==> config.mk <==
export PLATFORM = sky130hd
export DESIGN_NAME = array_column_packer
export DESIGN_NICKNAME = d
export VERILOG_FILES = /design/src/rtl/array_column_packer.sv
export SDC_FILE = /design/constraint.sdc
export NUM_CORES = 1
export LEC_CHECK = 0
export CORE_ASPECT_RATIO = 1.4
export CORE_UTILIZATION = 47
export DETAILED_ROUTE_END_ITERATION = 7
export HOLD_SLACK_MARGIN = 0.02
export MAX_ROUTING_LAYER = met4
export PLACE_DENSITY = 0.78
export SYNTH_ARGS = -nofsm -noshare
export SYNTH_HDL_FRONTEND = slang
export SYNTH_SLANG_ARGS = --single-unit
==> constraint.sdc <==
create_clock -name clk -period 1.7 [get_ports clk]
set_input_delay 0.255 -clock clk [delete_from_list [all_inputs] [get_ports clk]]
set_output_delay 0.255 -clock clk [all_outputs]
set_load 0.05 [all_outputs]
==> src/rtl/array_column_packer.sv <==
// rtl/array_column_packer.sv - serial element to packed-column word sequencer (optional flush: ARRAY_PACKER_FLUSH_EN)
module array_column_packer #(
  parameter  int BIT_WIDTH = 4,
  parameter  int COLS      = 8,
  localparam int CW        = $clog2(COLS + 1)
) (
  input  logic                      clk,
  input  logic                      rst,
  input  logic [BIT_WIDTH-1:0]      in_data,
  input  logic                      in_valid,
  output logic                      in_ready,
  output logic [COLS*BIT_WIDTH-1:0] out_data,
  output logic                      out_valid,
  input  logic                      out_ready,
`ifdef ARRAY_PACKER_FLUSH_EN
  input  logic                      flush,
`endif
  output logic [CW-1:0]             out_count
);

  localparam int IW = $clog2(COLS);

  // FILL collects columns, FULL presents the word; the state bit doubles as out_valid
  localparam logic [0:0] ST_FILL = 1'b0;
  localparam logic [0:0] ST_FULL = 1'b1;

  logic [0:0]                         state_q;
  logic [COLS-1:0][BIT_WIDTH-1:0]     buf_q;
  logic [IW-1:0]                      col_q;
  logic [CW-1:0]                      count_q;
  logic                               beat;
  logic                               take;
  logic                               last;
  logic                               flush_go;

  assign out_valid = (state_q == ST_FULL);
  assign out_data  = buf_q;
  assign out_count = count_q;

  // Ready depends only on the output side, never on in_valid
  assign in_ready = !rst && (!out_valid || out_ready);
  assign beat     = in_valid && in_ready;
  assign take     = out_valid && out_ready;
  assign last     = (col_q == IW'(COLS - 1));

`ifdef ARRAY_PACKER_FLUSH_EN
  assign flush_go = (state_q == ST_FILL) && flush && ((col_q != '0) || beat);
`else
  assign flush_go = 1'b0;
`endif

  // Column fill, word hand-off and early flush of a partial word
  always_ff @(posedge clk or posedge rst) begin
    if (rst) begin
      state_q <= ST_FILL;
      buf_q   <= '0;
      col_q   <= '0;
      count_q <= '0;
    end else if (take) begin
      // Word leaves; an overlapping beat starts the next word at column 0
      state_q <= ST_FILL;
      buf_q   <= '0;
      count_q <= '0;
      col_q   <= '0;
      if (beat) begin
        buf_q[0] <= in_data;
        col_q    <= IW'(1);
      end
    end else begin
      if (beat) begin
        buf_q[col_q] <= in_data;
      end
      if (beat && last) begin
        state_q <= ST_FULL;
        count_q <= CW'(COLS);
        col_q   <= '0;
      end else if (flush_go) begin
        state_q <= ST_FULL;
        count_q <= CW'(col_q) + CW'(beat);
        col_q   <= '0;
      end else if (beat) begin
        col_q <= col_q + IW'(1);
      end
    end
  end

endmodule

==> results of run 1 <==
state kept, by name, indices dropped and copies added, names as in the netlist:
signal	flops
col_q	3
out_data	32
out_count	1
layer usage:
metal | part of all wire | track usage | wire, um | vias up
met1 | 0.39 | 0.260 | 1480 | 659
met5 | 0 | - | 0 | -
li1 | - | - | - | 611
met3 | 0.036 | 0.0521 | 140 | 8
met2 | 0.55 | 0.404 | 2120 | 31
met4 | 0.025 | 0.123 | 95 | 0
critical path, cell delays in order:
cell                              delay [ns]
sky130_fd_sc_hd__clkdlybuf4s50_1        0.48
sky130_fd_sc_hd__nand2b_4               0.19
sky130_fd_sc_hd__or4b_4                 0.57
sky130_fd_sc_hd__mux2i_1                0.15
layout by cell type, fill, tap and decap left out, types with 2 or more instances in the layout:
cell and instances:
sky130_fd_sc_hd__mux2i_1 28, sky130_fd_sc_hd__nor2b_1 3, sky130_fd_sc_hd__nand2_1 35, sky130_fd_sc_hd__nand4_1 3, sky130_fd_sc_hd__buf_12 3, sky130_fd_sc_hd__buf_4 46
sky130_fd_sc_hd__nand2b_1 2, sky130_fd_sc_hd__o21ai_0 4, sky130_fd_sc_hd__conb_1 3, sky130_fd_sc_hd__a21oi_1 2, sky130_fd_sc_hd__a32o_1 4, sky130_fd_sc_hd__clkbuf_8 7
sky130_fd_sc_hd__ha_1 2, sky130_fd_sc_hd__clkdlybuf4s50_1 7, sky130_fd_sc_hd__nand4b_1 3, sky130_fd_sc_hd__dfrtp_1 35, sky130_fd_sc_hd__nor2_1 3
where the power goes:
group | switching (W) | internal (W) | total (W)
Clock | 0.000292 | 0.000517 | 0.000809
Sequential | 0.000267 | 0.00122 | 0.00149
Combinational | 0.00170 | 0.000763 | 0.00246
Total | 0.00226 | 0.00250 | 0.00476
worst max path at each step:
| stage | from | to | slack, ns |
|---|---|---|---|
| finish | rst | out_data[30] | 0.22 |
| global route | out_ready | out_data[1] | 0.12 |
| CTS | rst | out_data[30] | 0.21 |
| detailed placement | rst | out_data[28] | -0.1 |
| global placement | rst | out_data[28] | -0.04 |
| floorplan | out_count[3] | out_data[28] | 0.1 |
logic make-up after synthesis:
logic type | Yosys count | synth area share
other | 1 | 0.00224
adders and majority gates | 2 | 0.0150
muxes | 28 | 0.168
and+or+nand+nor | 58 | 0.184
buffers and inverters | 12 | 0.0426
AOI/OAI and AO/OA | 12 | 0.0501
DFF | 36 | 0.539
per-stage QoR:
| step | TNS (ns) | utilization |
|---|---|---|
| final | 0 | 0.671 |
| after CTS | 0 | 0.671 |
| after floorplan | 0 | - |
| after global placement | -0.171 | 0.634 |
| after global routing | 0 | 0.671 |
| after detailed placement | -1.14 | 0.634 |
final cells by class:
type	count	area, sq um
multi-input cells	103	711
fillers	275	1110
clock inverters	1	30.0
inverters	1	3.75
clock buffers	7	96.3
flip-flops and latches	36	902
repair buffers	56	475
well taps	40	50.0
==> summary.log, run 1 <==
INFO  outcome        run_status=finished clean
INFO  clock_network  cts-buffers-inserted=5
INFO  worst_hold_path min_path_type=input pin to asynchronous set/reset pin
INFO  finish         finish.cell_count_without_fillers=244
INFO  clock_network  cts_max_level=2
INFO  placement      place_ws=-0.0954ns
INFO  yosys          yosysSeqAreaShare=0.539
INFO  route          wl_per_cell=15.7um
INFO  finish         stdcell_area=2270squm
INFO  run            cap_violations=0
INFO  sta            rsz0062_at_grt=no
INFO  clock_network  number_of_cells_upsized_or_downsized_after_cts=0
INFO  sta            clock.fmax=674MHz
INFO  route          post_drt_via_cell_ratio=5.36
INFO  placement      gp_congestion=0.872
INFO  route          drt_drc_violations_left=0
INFO  global_routing number_of_antenna_violations_at_the_first_check_in_global_routing=0
INFO  yosys          yosysMostFrequentCell=sky130_fd_sc_hd__dfrtp_1
INFO  yosys          synth-edff-count=0
INFO  critical_path  critical_path.max_fanout=4
INFO  placement      numPortBuffers=42
INFO  critical_path  rr_startpoint=out_count[3]
INFO  sta            finalHoldViolCount=0
INFO  yosys          yosysWarningCount=0
INFO  sta            clock-skew-final=0.00509ns
INFO  yosys          synth_cells=149
INFO  placement      dp_hpwl=2790um
INFO  critical_path  startpoint_type=input pin
INFO  route          drt_first_pass_iters=4
INFO  yosys          netlist_top_cells_area=sky130_fd_sc_hd__dfrtp_1 54%, sky130_fd_sc_hd__mux2i_1 17%, sky130_fd_sc_hd__nand2_1 7.9%, sky130_fd_sc_hd__a32o_1 2.4%, sky130_fd_sc_hd__buf_4 1.8%
INFO  global_routing grt_overflow=0
INFO  floorplan      dieWidth=52.4um
INFO  finish         layout.nets=213
INFO  critical_path  required_time_of_the_critical_path=1.86ns
INFO  global_routing grt_use_total=0.240
INFO  placement      dp.cells=236
INFO  yosys          syn_avg_cell_area=11.2squm
INFO  pwr            max-vdd-ir-drop=1.46mV
INFO  sta            worst_slack=0.215ns
INFO  finish         diodes=0
INFO  clock_network  tritoncts=yes
INFO  sta            finalMaxSlewViolations=0
INFO  floorplan      pin_count=46
INFO  clock_network  cts.root.buffer_cell=sky130_fd_sc_hd__clkbuf_8
INFO  yosys          synth_top_cell_by_area=sky130_fd_sc_hd__dfrtp_1
INFO  floorplan      total_die_area=3810squm
INFO  pwr            power.leakage=1.24nW
INFO  sta            timing.hold.ws=0.410ns
INFO  global_routing wire_length_of_the_first_global_routing_pass=6270um
INFO  yosys          ffs_latches_synth=36
INFO  placement      dpl_cell_area=2140squm
INFO  sta            final-setup-viol-count=0
INFO  sta            fin_crit=1.48ns
INFO  clock_network  cts_post_setup_buffers_inserted=0
INFO  critical_path  arrival=1.64ns
INFO  pwr            finalPower=0.00476W
INFO  critical_path  regToRegEndpoint=out_data[30]
INFO  global_routing grt_start_max_net_pins=23
INFO  finish         areaGrowthSynthToFinish=35.6%
INFO  floorplan      core_area=3380squm
INFO  critical_path  endpoint_kind=flip-flop
INFO  route          detailroute.via_count=1309
INFO  critical_path  r2r_slack=0.24ns
INFO  route          initialDrtViolationCount=27
INFO  floorplan      row_count=25
INFO  floorplan      chipHeight=72.6um
INFO  clock_network  clk_pin_slew_worst_paths=0.07ns
INFO  clock_network  cts_max_path_buffers=2
INFO  critical_path  critPathKind=input pin to flip-flop
INFO  yosys          syn_area=1670squm
INFO  route          antenna_left=0
INFO  yosys          yosys_most_used_dff=sky130_fd_sc_hd__dfrtp_1
INFO  clock_network  cts.sink_count=36
INFO  critical_path  worstRegToRegCells=3
INFO  finish         post_route_cells_drive_above_1_share=0.309
INFO  yosys          synth.top_cell.area_share=0.539
INFO  global_routing grt_pass1_vias=1329
INFO  yosys          synthArstFlopShare=1.00
INFO  yosys          ys_types=28
INFO  sta            timing.final.crit_share=0.873
INFO  clock_network  cts_hold_buf=0
INFO  clock_network  clock_latency_of_the_later_clocked_register_in_the_worst_skew_pair=0.29ns
INFO  route          wl=3840um
INFO  floorplan      start_util=0.495
INFO  yosys          synth_commonest_cells=36 x sky130_fd_sc_hd__dfrtp_1, 35 x sky130_fd_sc_hd__nand2_1, 28 x sky130_fd_sc_hd__mux2i_1
INFO  pwr            power_per_cell_area=2100nW/um^2
No activity file was read; power rests on OpenSTA's default activity.
==> run 2: changes to the inputs <==
--- a/config.mk
+++ b/config.mk
@@ -7,6 +7,7 @@
 export LEC_CHECK = 0
 export CORE_ASPECT_RATIO = 1.4
 export CORE_UTILIZATION = 47
+export CTS_CLUSTER_DIAMETER = 120
 export DETAILED_ROUTE_END_ITERATION = 7
 export HOLD_SLACK_MARGIN = 0.02
 export MAX_ROUTING_LAYER = met4
==> results of run 2 <==
Final layout, timing and power as in run 1 (identical DEF).
